## config.mk

```make
export PLATFORM = sky130hd
export DESIGN_NAME = id_ex_alu_issue_flat
export DESIGN_NICKNAME = d
export VERILOG_FILES = /design/src/rtl/id_ex_alu_issue_if.sv /design/src/rtl/id_ex_alu_issue.sv /design/src/flat_wrapper.sv
export SDC_FILE = /design/constraint.sdc
export NUM_CORES = 1
export LEC_CHECK = 0
export CAP_MARGIN = 10
export CORE_ASPECT_RATIO = 1.25
export CORE_UTILIZATION = 25
export CTS_BUF_LIST = sky130_fd_sc_hd__clkbuf_4 sky130_fd_sc_hd__clkbuf_8 sky130_fd_sc_hd__clkbuf_16
export CTS_CLUSTER_SIZE = 12
export DETAILED_ROUTE_END_ITERATION = 8
export PLACE_DENSITY = 0.57
export SLEW_MARGIN = 20
export SYNTH_ARGS = -nofsm -noshare
export SYNTH_HDL_FRONTEND = slang
export SYNTH_SLANG_ARGS = --single-unit
```

## constraint.sdc

```tcl
create_clock -name clk -period 3.7 [get_ports clk]
set_input_delay 0.925 -clock clk [delete_from_list [all_inputs] [get_ports clk]]
set_output_delay 0.925 -clock clk [all_outputs]
set_load 0.01 [all_outputs]
```

## src/rtl/id_ex_alu_issue_if.sv

```systemverilog
// ID/EX issue bundle: instruction fields from ID plus the registered ALU
// opcode/operand bus presented to EX. The stage itself uses the slave modport.
interface id_ex_alu_issue_if #(
  parameter int WORD_WIDTH = 32,
  parameter int ILL_CNT_W  = 8
);
  logic                  in_valid;
  logic                  in_ready;
  logic                  stall;
  logic                  flush;
  logic [5:0]            op;
  logic [5:0]            funct;
  logic [4:0]            shamt;
  logic [15:0]           imm16;
  logic [WORD_WIDTH-1:0] rs_data;
  logic [WORD_WIDTH-1:0] rt_data;
  logic                  ex_valid;
  logic [5:0]            alu_opcode;
  logic [WORD_WIDTH-1:0] alu_a;
  logic [WORD_WIDTH-1:0] alu_b;
  logic                  illegal;
  logic [ILL_CNT_W-1:0]  ill_count;

  modport master (
    output in_valid, stall, flush, op, funct, shamt, imm16, rs_data, rt_data,
    input  in_ready, ex_valid, alu_opcode, alu_a, alu_b, illegal, ill_count
  );

  modport slave (
    input  in_valid, stall, flush, op, funct, shamt, imm16, rs_data, rt_data,
    output in_ready, ex_valid, alu_opcode, alu_a, alu_b, illegal, ill_count
  );
endinterface

```

## src/rtl/id_ex_alu_issue.sv

```systemverilog
// ID/EX stage: decodes op/funct into the ALU function code, selects/extends
// operands and registers them for EX, with stall, flush and illegal tracking.
module id_ex_alu_issue #(
  parameter int WORD_WIDTH = 32,
  parameter int ILL_CNT_W  = 8
) (
  input  logic            clk,
  input  logic            reset,
  id_ex_alu_issue_if.slave bus
);

  localparam logic [5:0] OP_RTYPE = 6'b000000;
  localparam logic [5:0] OP_ADDI  = 6'b001000;
  localparam logic [5:0] OP_LW    = 6'b100011;
  localparam logic [5:0] OP_SW    = 6'b101011;
  localparam logic [5:0] OP_ANDI  = 6'b001100;
  localparam logic [5:0] OP_ORI   = 6'b001101;
  localparam logic [5:0] OP_XORI  = 6'b001110;
  localparam logic [5:0] OP_BEQ   = 6'b000100;
  localparam logic [5:0] OP_BNE   = 6'b000101;

  localparam logic [5:0] ALU_ADD = 6'b100000;
  localparam logic [5:0] ALU_SUB = 6'b100010;
  localparam logic [5:0] ALU_AND = 6'b100100;
  localparam logic [5:0] ALU_OR  = 6'b100101;
  localparam logic [5:0] ALU_XOR = 6'b100110;
  localparam logic [5:0] ALU_NOR = 6'b100111;
  localparam logic [5:0] ALU_SRL = 6'b000010;
  localparam logic [5:0] ALU_SRA = 6'b000011;

  logic                  dec_legal;
  logic [5:0]            dec_opcode;
  logic [WORD_WIDTH-1:0] dec_a;
  logic [WORD_WIDTH-1:0] dec_b;
  logic [WORD_WIDTH-1:0] imm_sext;
  logic [WORD_WIDTH-1:0] imm_zext;

  logic                  ex_valid_q,   ex_valid_d;
  logic [5:0]            alu_opcode_q, alu_opcode_d;
  logic [WORD_WIDTH-1:0] alu_a_q,      alu_a_d;
  logic [WORD_WIDTH-1:0] alu_b_q,      alu_b_d;
  logic                  illegal_q,    illegal_d;
  logic [ILL_CNT_W-1:0]  ill_count_q,  ill_count_d;

  assign imm_sext = {{(WORD_WIDTH-16){bus.imm16[15]}}, bus.imm16};
  assign imm_zext = {{(WORD_WIDTH-16){1'b0}}, bus.imm16};

  // NOTE: every output of a combinational block gets a default first, so no path leaves it unassigned and no latch is inferred.
  always_comb begin
    dec_legal  = 1'b1;
    dec_opcode = ALU_OR;
    dec_a      = bus.rs_data;
    dec_b      = bus.rt_data;
    case (bus.op)
      OP_RTYPE: begin
        case (bus.funct)
          ALU_ADD, ALU_SUB, ALU_AND, ALU_OR, ALU_XOR, ALU_NOR: dec_opcode = bus.funct;
          ALU_SRL, ALU_SRA: begin
            // Shifts operate on rt by the instruction's shamt field.
            dec_opcode = bus.funct;
            dec_a      = bus.rt_data;
            dec_b      = {{(WORD_WIDTH-5){1'b0}}, bus.shamt};
          end
          default: dec_legal = 1'b0;
        endcase
      end
      OP_ADDI, OP_LW, OP_SW: begin
        dec_opcode = ALU_ADD;
        dec_b      = imm_sext;
      end
      OP_ANDI: begin
        dec_opcode = ALU_AND;
        dec_b      = imm_zext;
      end
      OP_ORI: begin
        dec_opcode = ALU_OR;
        dec_b      = imm_zext;
      end
      OP_XORI: begin
        dec_opcode = ALU_XOR;
        dec_b      = imm_zext;
      end
      OP_BEQ, OP_BNE: dec_opcode = ALU_SUB;
      default:        dec_legal  = 1'b0;
    endcase
  end

  // Bubbles always carry OR 0,0 so a stalled bubble never changes the opcode.
  always_comb begin
    ex_valid_d   = ex_valid_q;
    alu_opcode_d = alu_opcode_q;
    alu_a_d      = alu_a_q;
    alu_b_d      = alu_b_q;
    illegal_d    = illegal_q;
    ill_count_d  = ill_count_q;
    if (bus.flush) begin
      ex_valid_d   = 1'b0;
      alu_opcode_d = ALU_OR;
      alu_a_d      = '0;
      alu_b_d      = '0;
      illegal_d    = 1'b0;
    end else if (!bus.stall) begin
      if (bus.in_valid && dec_legal) begin
        ex_valid_d   = 1'b1;
        alu_opcode_d = dec_opcode;
        alu_a_d      = dec_a;
        alu_b_d      = dec_b;
        illegal_d    = 1'b0;
      end else begin
        ex_valid_d   = 1'b0;
        alu_opcode_d = ALU_OR;
        alu_a_d      = '0;
        alu_b_d      = '0;
        illegal_d    = bus.in_valid;
        if (bus.in_valid && (ill_count_q != '1)) ill_count_d = ill_count_q + ILL_CNT_W'(1);
      end
    end
  end

  // NOTE: sequential state uses non-blocking assignments so all registers update together at the edge.
  always_ff @(posedge clk or posedge reset) begin
    if (reset) begin
      ex_valid_q   <= 1'b0;
      alu_opcode_q <= ALU_OR;
      alu_a_q      <= '0;
      alu_b_q      <= '0;
      illegal_q    <= 1'b0;
      ill_count_q  <= '0;
    end else begin
      ex_valid_q   <= ex_valid_d;
      alu_opcode_q <= alu_opcode_d;
      alu_a_q      <= alu_a_d;
      alu_b_q      <= alu_b_d;
      illegal_q    <= illegal_d;
      ill_count_q  <= ill_count_d;
    end
  end

  assign bus.in_ready   = ~bus.stall;
  assign bus.ex_valid   = ex_valid_q;
  assign bus.alu_opcode = alu_opcode_q;
  assign bus.alu_a      = alu_a_q;
  assign bus.alu_b      = alu_b_q;
  assign bus.illegal    = illegal_q;
  assign bus.ill_count  = ill_count_q;

endmodule

```

## src/flat_wrapper.sv

```systemverilog
// flat-port wrapper written by rule: the top's interface ports become plain ports
module id_ex_alu_issue_flat 
#(
  parameter int WORD_WIDTH = 32,
  parameter int ILL_CNT_W  = 8
)
  (clk, reset, bus_in_valid, bus_stall, bus_flush, bus_op, bus_funct, bus_shamt, bus_imm16, bus_rs_data, bus_rt_data, bus_in_ready, bus_ex_valid, bus_alu_opcode, bus_alu_a, bus_alu_b, bus_illegal, bus_ill_count);
  id_ex_alu_issue_if #(.WORD_WIDTH(WORD_WIDTH), .ILL_CNT_W(ILL_CNT_W)) bus_i ();
  input  logic clk;
  input  logic reset;
  input wire logic [$bits(bus_i.in_valid)-1:0] bus_in_valid;
  input wire logic [$bits(bus_i.stall)-1:0] bus_stall;
  input wire logic [$bits(bus_i.flush)-1:0] bus_flush;
  input wire logic [$bits(bus_i.op)-1:0] bus_op;
  input wire logic [$bits(bus_i.funct)-1:0] bus_funct;
  input wire logic [$bits(bus_i.shamt)-1:0] bus_shamt;
  input wire logic [$bits(bus_i.imm16)-1:0] bus_imm16;
  input wire logic [$bits(bus_i.rs_data)-1:0] bus_rs_data;
  input wire logic [$bits(bus_i.rt_data)-1:0] bus_rt_data;
  output wire logic [$bits(bus_i.in_ready)-1:0] bus_in_ready;
  output wire logic [$bits(bus_i.ex_valid)-1:0] bus_ex_valid;
  output wire logic [$bits(bus_i.alu_opcode)-1:0] bus_alu_opcode;
  output wire logic [$bits(bus_i.alu_a)-1:0] bus_alu_a;
  output wire logic [$bits(bus_i.alu_b)-1:0] bus_alu_b;
  output wire logic [$bits(bus_i.illegal)-1:0] bus_illegal;
  output wire logic [$bits(bus_i.ill_count)-1:0] bus_ill_count;
  assign bus_i.in_valid = bus_in_valid;
  assign bus_i.stall = bus_stall;
  assign bus_i.flush = bus_flush;
  assign bus_i.op = bus_op;
  assign bus_i.funct = bus_funct;
  assign bus_i.shamt = bus_shamt;
  assign bus_i.imm16 = bus_imm16;
  assign bus_i.rs_data = bus_rs_data;
  assign bus_i.rt_data = bus_rt_data;
  assign bus_in_ready = bus_i.in_ready;
  assign bus_ex_valid = bus_i.ex_valid;
  assign bus_alu_opcode = bus_i.alu_opcode;
  assign bus_alu_a = bus_i.alu_a;
  assign bus_alu_b = bus_i.alu_b;
  assign bus_illegal = bus_i.illegal;
  assign bus_ill_count = bus_i.ill_count;
  id_ex_alu_issue #(.WORD_WIDTH(WORD_WIDTH), .ILL_CNT_W(ILL_CNT_W)) u_core (.clk(clk), .reset(reset), .bus(bus_i));
endmodule
```

======== Word level (Yosys, flattened, before mapping) ========
Index checks and enable logic that the tools add are counted.
operators by class
  add/sub/neg operators ................... 1
  multipliers ............................. 0
  divide/modulo/power cells ............... 0
  order comparisons ....................... 0
  eq/ne operators ......................... 18
  shift-type cells ........................ 0
  multiplexer cells ....................... 23
  bitwise gates (word level) .............. 3
  reductions and logical operators ........ 10
operators with widths
  cell                 count
  $mux 32              9
  $pmux 32 s3          1
  $eq 6x6->1 const B   8
  $pmux 6 s5           1
  $eq 6x4->1 const B   4
  $mux 6               4
  $reduce_or 8->1      2
  $eq 6x2->1 const B   2
  $eq 6x3->1 const B   2
  $add 8x1->8 const B  1
  $ne 8x8->1 const B   1
  $mux 1               7
  $logic_not 6->1      1
  $reduce_or 3->1      2
  $reduce_and 4->1     1
  $reduce_or 2->1      2
  $not 1->1            3
  $logic_and 1x1->1    2
  $ne 2x1->1 const B   1
  $pmux 1 s2           1
storage, ports and cells
  bits in registers ....................... 80
  latch bits .............................. 0
  bits in writable memories ............... 0
  bits in read-only memories .............. 0
  input port bits ......................... 102
  output and inout port bits .............. 81
  logic and storage cells ................. 61
  memories kept ........................... 0

======== Depth between registers and ports, before layout ========
Gate-level depths: netlist of run 1.
  word-level depth ........................ 8
  gate-level depth with buffers ........... 8

======== Least setup slack after synthesis of run 1 ========
Ideal clock, no wire load.
  path kind ............................... in2reg
  start point ............................. input port bus_op[1]
  end point ............................... register u_core.alu_b_q[10], in the netlist u_core.bus.alu_b[10]
  arrival time ............................ 2.337 ns
  data required time ...................... 3.569 ns
  slack ................................... 1.231 ns
  stages .................................. 7
  path buffers ............................ 1
  path through ............................ or4_4 nor3_2 nand3_1 buf_2 and3_1 a21oi_1 o21ai_1
on the way
  longest elaborated chain between the ends .. 7
ends and longest elaborated chain
  what                                RTL line                RTL
  from (decl)                         flat_wrapper.sv:14      input wire logic [$bits(bus_i.op)-1:0] bus_op;
  $eq 6x3->1 (tied with other cells)  id_ex_alu_issue.sv:54   case (bus.op)
  $reduce_or 8->1 (no line)           -
  $pmux 1 s2                          id_ex_alu_issue.sv:54
  $logic_and 1x1->1                   id_ex_alu_issue.sv:103  if (bus.in_valid && dec_legal) begin
  $mux 32 *                           id_ex_alu_issue.sv:103
  $mux 32 *                           id_ex_alu_issue.sv:102  end else if (!bus.stall) begin
  $mux 32 *                           id_ex_alu_issue.sv:96   if (bus.flush) begin
  to (signal assigned)                id_ex_alu_issue.sv:133  alu_b_q <= alu_b_d;
  to (decl)                           id_ex_alu_issue.sv:41   logic [WORD_WIDTH-1:0] alu_b_q, alu_b_d;
Every way passes the cells marked *; elsewhere a longest branch is shown, timed or not. The select of a mux whose other input is x is not followed.
A chain may end at the register's enable or synchronous reset.

======== Final worst setup path of run 1 ========
  start point ............................. input port bus_op[0]
  end point ............................... register u_core.alu_a_q[24], in the netlist u_core.bus.alu_a[24]
on the way
  longest elaborated chain between the ends .. 7
ends and longest elaborated chain
  what                                RTL line                RTL
  $eq 6x3->1 (tied with other cells)  id_ex_alu_issue.sv:54
  $reduce_or 8->1 (no line)           -
  $pmux 1 s2                          id_ex_alu_issue.sv:54
  $logic_and 1x1->1                   id_ex_alu_issue.sv:103
  $mux 32 *                           id_ex_alu_issue.sv:103
  $mux 32 *                           id_ex_alu_issue.sv:102
  $mux 32 *                           id_ex_alu_issue.sv:96
  to (signal assigned)                id_ex_alu_issue.sv:132  alu_a_q <= alu_a_d;
  to (decl)                           id_ex_alu_issue.sv:40   logic [WORD_WIDTH-1:0] alu_a_q, alu_a_d;
Marked as above.

==> impl_metrics.ini, run 1 <==
[worst_hold_path]
min_path_type = reg2reg

[floorplan]
die_area_um2 = 15800
rows = 50
io_pins = 183
initial_core_util_pct = 25.5
die_w_um = 113
coreArea_um2 = 15000
die_h_um = 140

[critical_path]
crit_arrival_ns = 3.37
critPathKind = in2reg
critPathCaptureType = flip-flop
reg2reg_slack_ns = 1.87
cp-start-kind = input port
worstPathMaxFanout = 20
worstPathRequired_ns = 3.91

[final_layout]
nNetsFinal = 680
final_common_cell = clkdlybuf4s50_1
final_util_pct = 41.5
synthToLayoutAreaGrowth_pct = 62.5
layout-drive-gt1-share_pct = 9.45
layout_common_cells = clkdlybuf4s50_1, nand2_1, dfrtp_1
stdcell_count = 765

[detailed_routing]
wl_met2_um = 6770
drt_iter0_drc = 266
vias_per_cell = 4.77
wl_met3_um = 805
highest_layer = met4
wl_met1_um = 5320
drc = 0
num_vias = 3647
drt-total-wl_um = 13000
wl_per_cell_um = 17.0
dr.pass1.iters = 5
ant_nets = 0

[synthesis]
synth_edf_count = 0
synth-seq-cells = 80
synthTopCellsByArea = dfrtp_1, mux2i_1, nand2_1, o21ai_1, a21oi_1
synth_nets = 495
avgSynthCellArea_um2 = 9.78
syn_inst = 392
yosys_warnings = 0
synth_top_area_cell = dfrtp_1
async_reset_ff_share_pct = 100
ys_types = 42
yosysSeqAreaShare_pct = 52.3
synth_top_area_share_pct = 50.2
synth_area_um2 = 3830
ys.flop_type = dfrtp_1

[run_status]
status = finished clean

[clock_tree]
cts.sinks = 80
ctsResizeCount = 0
clk_latency_ns = 0.33
cts_hold_buf = 0
ctsHtreeMaxLevel = 3
cts-root-buf = clkbuf_16
post_cts_buffers = 0
cts_tree = done
cts_buffers = 9
clkTransAtPathRegs_ns = 0.06
clock_path_buffers = 2

[grt]
grt.overflow.total = 0
grt_first_pass_wirelength_um = 20500
track_usage_pct = 16.9
grt_pass1_vias = 3744
grt_start_max_net_pins = 43
antenna_found_initial = 0

[placement]
io_buffers = 182
placedCellCount = 748
hpwlAfterDp_um = 9770
routabilityCongestion = 0.889

[sta]
fin_crit_sh_pct = 85.5
tightest_slew_ns = 1.01
rsz0062_at_grt = false
fin_skew_ns = 0.00410
slew_headroom_pct = 32.7
slew_violations = 0
finalSetupViolCount = 0
min_period_ns = 3.16
hold_viol_final = 0
tns_ns = 0
max_freq_mhz = 316

[run]
cap_violations = 0

[power]
power_uw = 2210
p_per_area_nw_per_um2 = 355
vdd_ir_drop_max_uv = 176
cellLeakagePower_uw = 0.00275
## sequential cells by signal (all words and copies together), names as in the netlist
| name | cells |
|---|---|
| u_core.bus.alu_b | 32 |
| u_core.bus.alu_opcode | 6 |
| u_core.bus.ex_valid | 1 |
| u_core.bus.alu_a | 32 |
| u_core.bus.ill_count | 8 |
| u_core.bus.illegal | 1 |
## layer usage
layer,global-route usage (%),up-vias
met1,20.2,1765
met5,0,-
met4,5.47,0
met2,29.4,115
li1,-,1755
met3,4.28,12
## cell usage after synthesis (2+ instances only)
master,count
a22o_1,2
o21ai_1,33
nor2_1,8
nor3_1,2
dfrtp_1,77
nor2b_1,2
xnor2_1,6
inv_1,2
mux2i_1,32
nor3_2,2
o21ai_0,28
nand2b_1,3
dfstp_2,3
nand2_1,80
buf_2,9
and2_1,4
and4_1,2
clkbuf_1,13
a21oi_1,31
a22oi_2,5
buf_4,4
nand4_1,3
a222oi_1,5
and3_1,13
nand3_1,5
nor3b_1,2
## kinds of logic (layout without fill, tap and decap cells)
| group | count (synthesis) | after routing | share of synthesized area, % |
|---|---|---|---|
| buf+inv | 28 | 218 | 3.43 |
| xor+xnor | 7 | 7 | 1.60 |
| simple gates | 131 | 131 | 16.4 |
| other cells | 0 | 1 | 0 |
| mux | 33 | 33 | 8.65 |
| fa+ha+maj | 1 | 1 | 0.326 |
| flops | 80 | 80 | 52.3 |
| compound gates | 112 | 112 | 17.3 |
## critical path, stage by stage
cell	delay, ns
clkdlybuf4s50_1	0.49
or4_4	0.58
nor3_2	0.23
nand3_2	0.42
buf_4	0.42
mux2i_1	0.20
o21ai_0	0.09
## cell type report
class,instances,area (um2)
Fill cell,1539,8780
Sequential cell,80,2010
Timing Repair Buffer,200,1960
Multi-Input combinational cell,284,1720
Clock buffer,11,253
Tap cell,182,228
Clock inverter,5,55.1
Inverter,2,8.76
Antenna cell,1,2.50
## power breakdown
group	internal, uW	switching, uW	leakage [uW]
Combinational	204	147	0.00150
Clock	557	361	0.000148
Sequential	906	35.2	0.00110
## per-stage QoR
step	hold slack [ns]	setup slack, ns	instance area (um2)
finish	0.478	0.538	6230
global route	0.503	0.381	6230
CTS	0.483	0.538	6230
detailed placement	0.467	0.185	5920
global placement	0.466	0.280	5920
floorplan	0.506	0.728	3830
## final timing paths
kind,startpoint,end,cells past startpoint
setup / recovery,bus_op[0],u_core.bus.alu_a[24]$_DFFE_PP0P_,7
hold / removal,u_core.bus.ex_valid$_DFFE_PP0P_,u_core.bus.ex_valid$_DFFE_PP0P_,2
setup reg to reg,u_core.bus.ill_count[5]$_DFFE_PP0P_,u_core.bus.ill_count[5]$_DFFE_PP0P_,6
hold reg to reg,u_core.bus.ex_valid$_DFFE_PP0P_,u_core.bus.ex_valid$_DFFE_PP0P_,2
max in group asynchronous,reset,u_core.bus.alu_opcode[2]$_DFFE_PP1P_,3
min in group asynchronous,reset,u_core.bus.ex_valid$_DFFE_PP0P_,2
(Power assumes the default switching activity.)
==> run 2: changes to the inputs <==
--- a/config.mk
+++ b/config.mk
@@ -7,10 +7,12 @@
 export LEC_CHECK = 0
 export CAP_MARGIN = 10
 export CORE_ASPECT_RATIO = 1.25
+export CORE_MARGIN = 2
 export CORE_UTILIZATION = 25
 export CTS_BUF_LIST = sky130_fd_sc_hd__clkbuf_4 sky130_fd_sc_hd__clkbuf_8 sky130_fd_sc_hd__clkbuf_16
 export CTS_CLUSTER_SIZE = 12
 export DETAILED_ROUTE_END_ITERATION = 8
+export HOLD_SLACK_MARGIN = 0.03
 export PLACE_DENSITY = 0.57
 export SLEW_MARGIN = 20
 export SYNTH_ARGS = -nofsm -noshare
==> impl_metrics.ini, run 2 (synthesis gave the netlist of run 1 again) <==
[floorplan]
io_pins = 183
die_area_um2 = 16400
die_w_um = 115
coreArea_um2 = 15000
rows = 50
initial_core_util_pct = 25.5
die_h_um = 142

[grt]
grt_pass1_vias = 3766
grt.overflow.total = 0
grt_start_max_net_pins = 44
track_usage_pct = 15.6
grt_first_pass_wirelength_um = 19900
antenna_found_initial = 0

[clock_tree]
cts-root-buf = clkbuf_16
post_cts_buffers = 0
cts_buffers = 9
clock_path_buffers = 2
cts_hold_buf = 0
clkTransAtPathRegs_ns = 0.06
clk_latency_ns = 0.33
ctsResizeCount = 0
cts_tree = done
ctsHtreeMaxLevel = 3
cts.sinks = 80

[sta]
fin_skew_ns = 0.00195
finalSetupViolCount = 0
fin_crit_sh_pct = 85.7
slew_violations = 0
slew_headroom_pct = 35.6
hold_viol_final = 0
tightest_slew_ns = 0.966
min_period_ns = 3.17
rsz0062_at_grt = false
tns_ns = 0
max_freq_mhz = 315

[placement]
io_buffers = 182
placedCellCount = 744
placed_cell_area_um2 = 5900
hpwlAfterDp_um = 9650
routabilityCongestion = 0.828

[critical_path]
worstPathRequired_ns = 3.89
worstPathMaxFanout = 21
cp-start-kind = input port
r2r-end = u_core.bus.ill_count[5]$_DFFE_PP0P_
crit_arrival_ns = 3.36
critPathKind = in2reg
r2r-start = u_core.bus.ill_count[4]$_DFFE_PP0P_
r2r_cells = 6
critPathLaunch = bus_op[0]
endpoint = u_core.bus.alu_a[27]$_DFFE_PP0P_
critPathCaptureType = flip-flop
reg2reg_slack_ns = 1.83

[detailed_routing]
wl_met1_um = 5100
vias_per_cell = 4.79
num_vias = 3640
wl_met3_um = 892
highest_layer = met4
drt_iter0_drc = 155
drc = 0
wl_per_cell_um = 17.0
dr.pass1.iters = 6
drt-total-wl_um = 12900
wl_met2_um = 6770
ant_nets = 0

[final_layout]
stdcell_count = 760
final_common_cell = clkdlybuf4s50_1
layout-drive-gt1-share_pct = 8.82
synthToLayoutAreaGrowth_pct = 62.6
fin_area_um2 = 6240
nNetsFinal = 676
layout_common_cells = clkdlybuf4s50_1, nand2_1, dfrtp_1
final_util_pct = 41.5
fillCellCount = 1520
diodes = 0

[run]
cap_violations = 0

[worst_hold_path]
min_path_type = reg2reg

[power]
cellLeakagePower_uw = 0.00275
vdd_ir_drop_max_uv = 174
power_uw = 2270
p_per_area_nw_per_um2 = 364

[run_status]
status = finished clean
## run 2: cell types whose count changed in the layout (fill, tap and decap cells not counted), sizes merged
cell      before  now
buf           18   14
bufinv         1    2
clkbuf        11   13
clkinv         3    2
clkinvlp       2    0
diode          1    0
## run 2: area by class of cell
| class | count | area, um2 | area share [%] |
|---|---|---|---|
| clock buffers | 13 | 268 | 4.29 |
| clock inverters | 3 | 65.1 | 1.04 |
| inverters | 2 | 8.76 | 0.140 |
| multi-input cells | 284 | 1720 | 27.6 |
| flip-flops and latches | 80 | 2010 | 32.2 |
| well taps | 182 | 228 | 3.65 |
| repair buffers | 196 | 1940 | 31.1 |
## run 2: per-layer routing
metal	GRT usage, %	up-vias
met2	28.1	115
li1	-	1748
met4	4.38	0
met5	0	-
met1	18.1	1767
met3	4.39	10
## run 2: worst min-delay path by stage
stage / from / to / cells past startpoint
global route: u_core.bus.ex_valid$_DFFE_PP0P_ / u_core.bus.ex_valid$_DFFE_PP0P_ / 2
global placement: u_core.bus.alu_b[21]$_DFFE_PP0P_ / u_core.bus.alu_b[21]$_DFFE_PP0P_ / 2
detailed placement: u_core.bus.ex_valid$_DFFE_PP0P_ / u_core.bus.ex_valid$_DFFE_PP0P_ / 2
floorplan: u_core.bus.alu_opcode[2]$_DFFE_PP1P_ / u_core.bus.alu_opcode[2]$_DFFE_PP1P_ / 2
CTS: u_core.bus.ex_valid$_DFFE_PP0P_ / u_core.bus.ex_valid$_DFFE_PP0P_ / 2
finish: u_core.bus.ex_valid$_DFFE_PP0P_ / u_core.bus.ex_valid$_DFFE_PP0P_ / 2
## run 2: critical path, cell delays in order
cell	delay (ns)
clkdlybuf4s50_1	0.48
or4_4	0.57
nor3_2	0.23
nand3_2	0.43
buf_4	0.43
mux2i_1	0.18
o21ai_0	0.09
## run 2: through the flow
stage,setup WS [ns],hold WS (ns)
floorplan,0.728,0.506
global placement,0.237,0.467
detailed placement,0.176,0.473
CTS,0.527,0.488
global route,0.335,0.509
finish,0.530,0.483
## run 2: where the power goes
part	switching [uW]	internal [uW]
clock network	335	642
registers	36.0	907
logic	148	204
total	519	1750
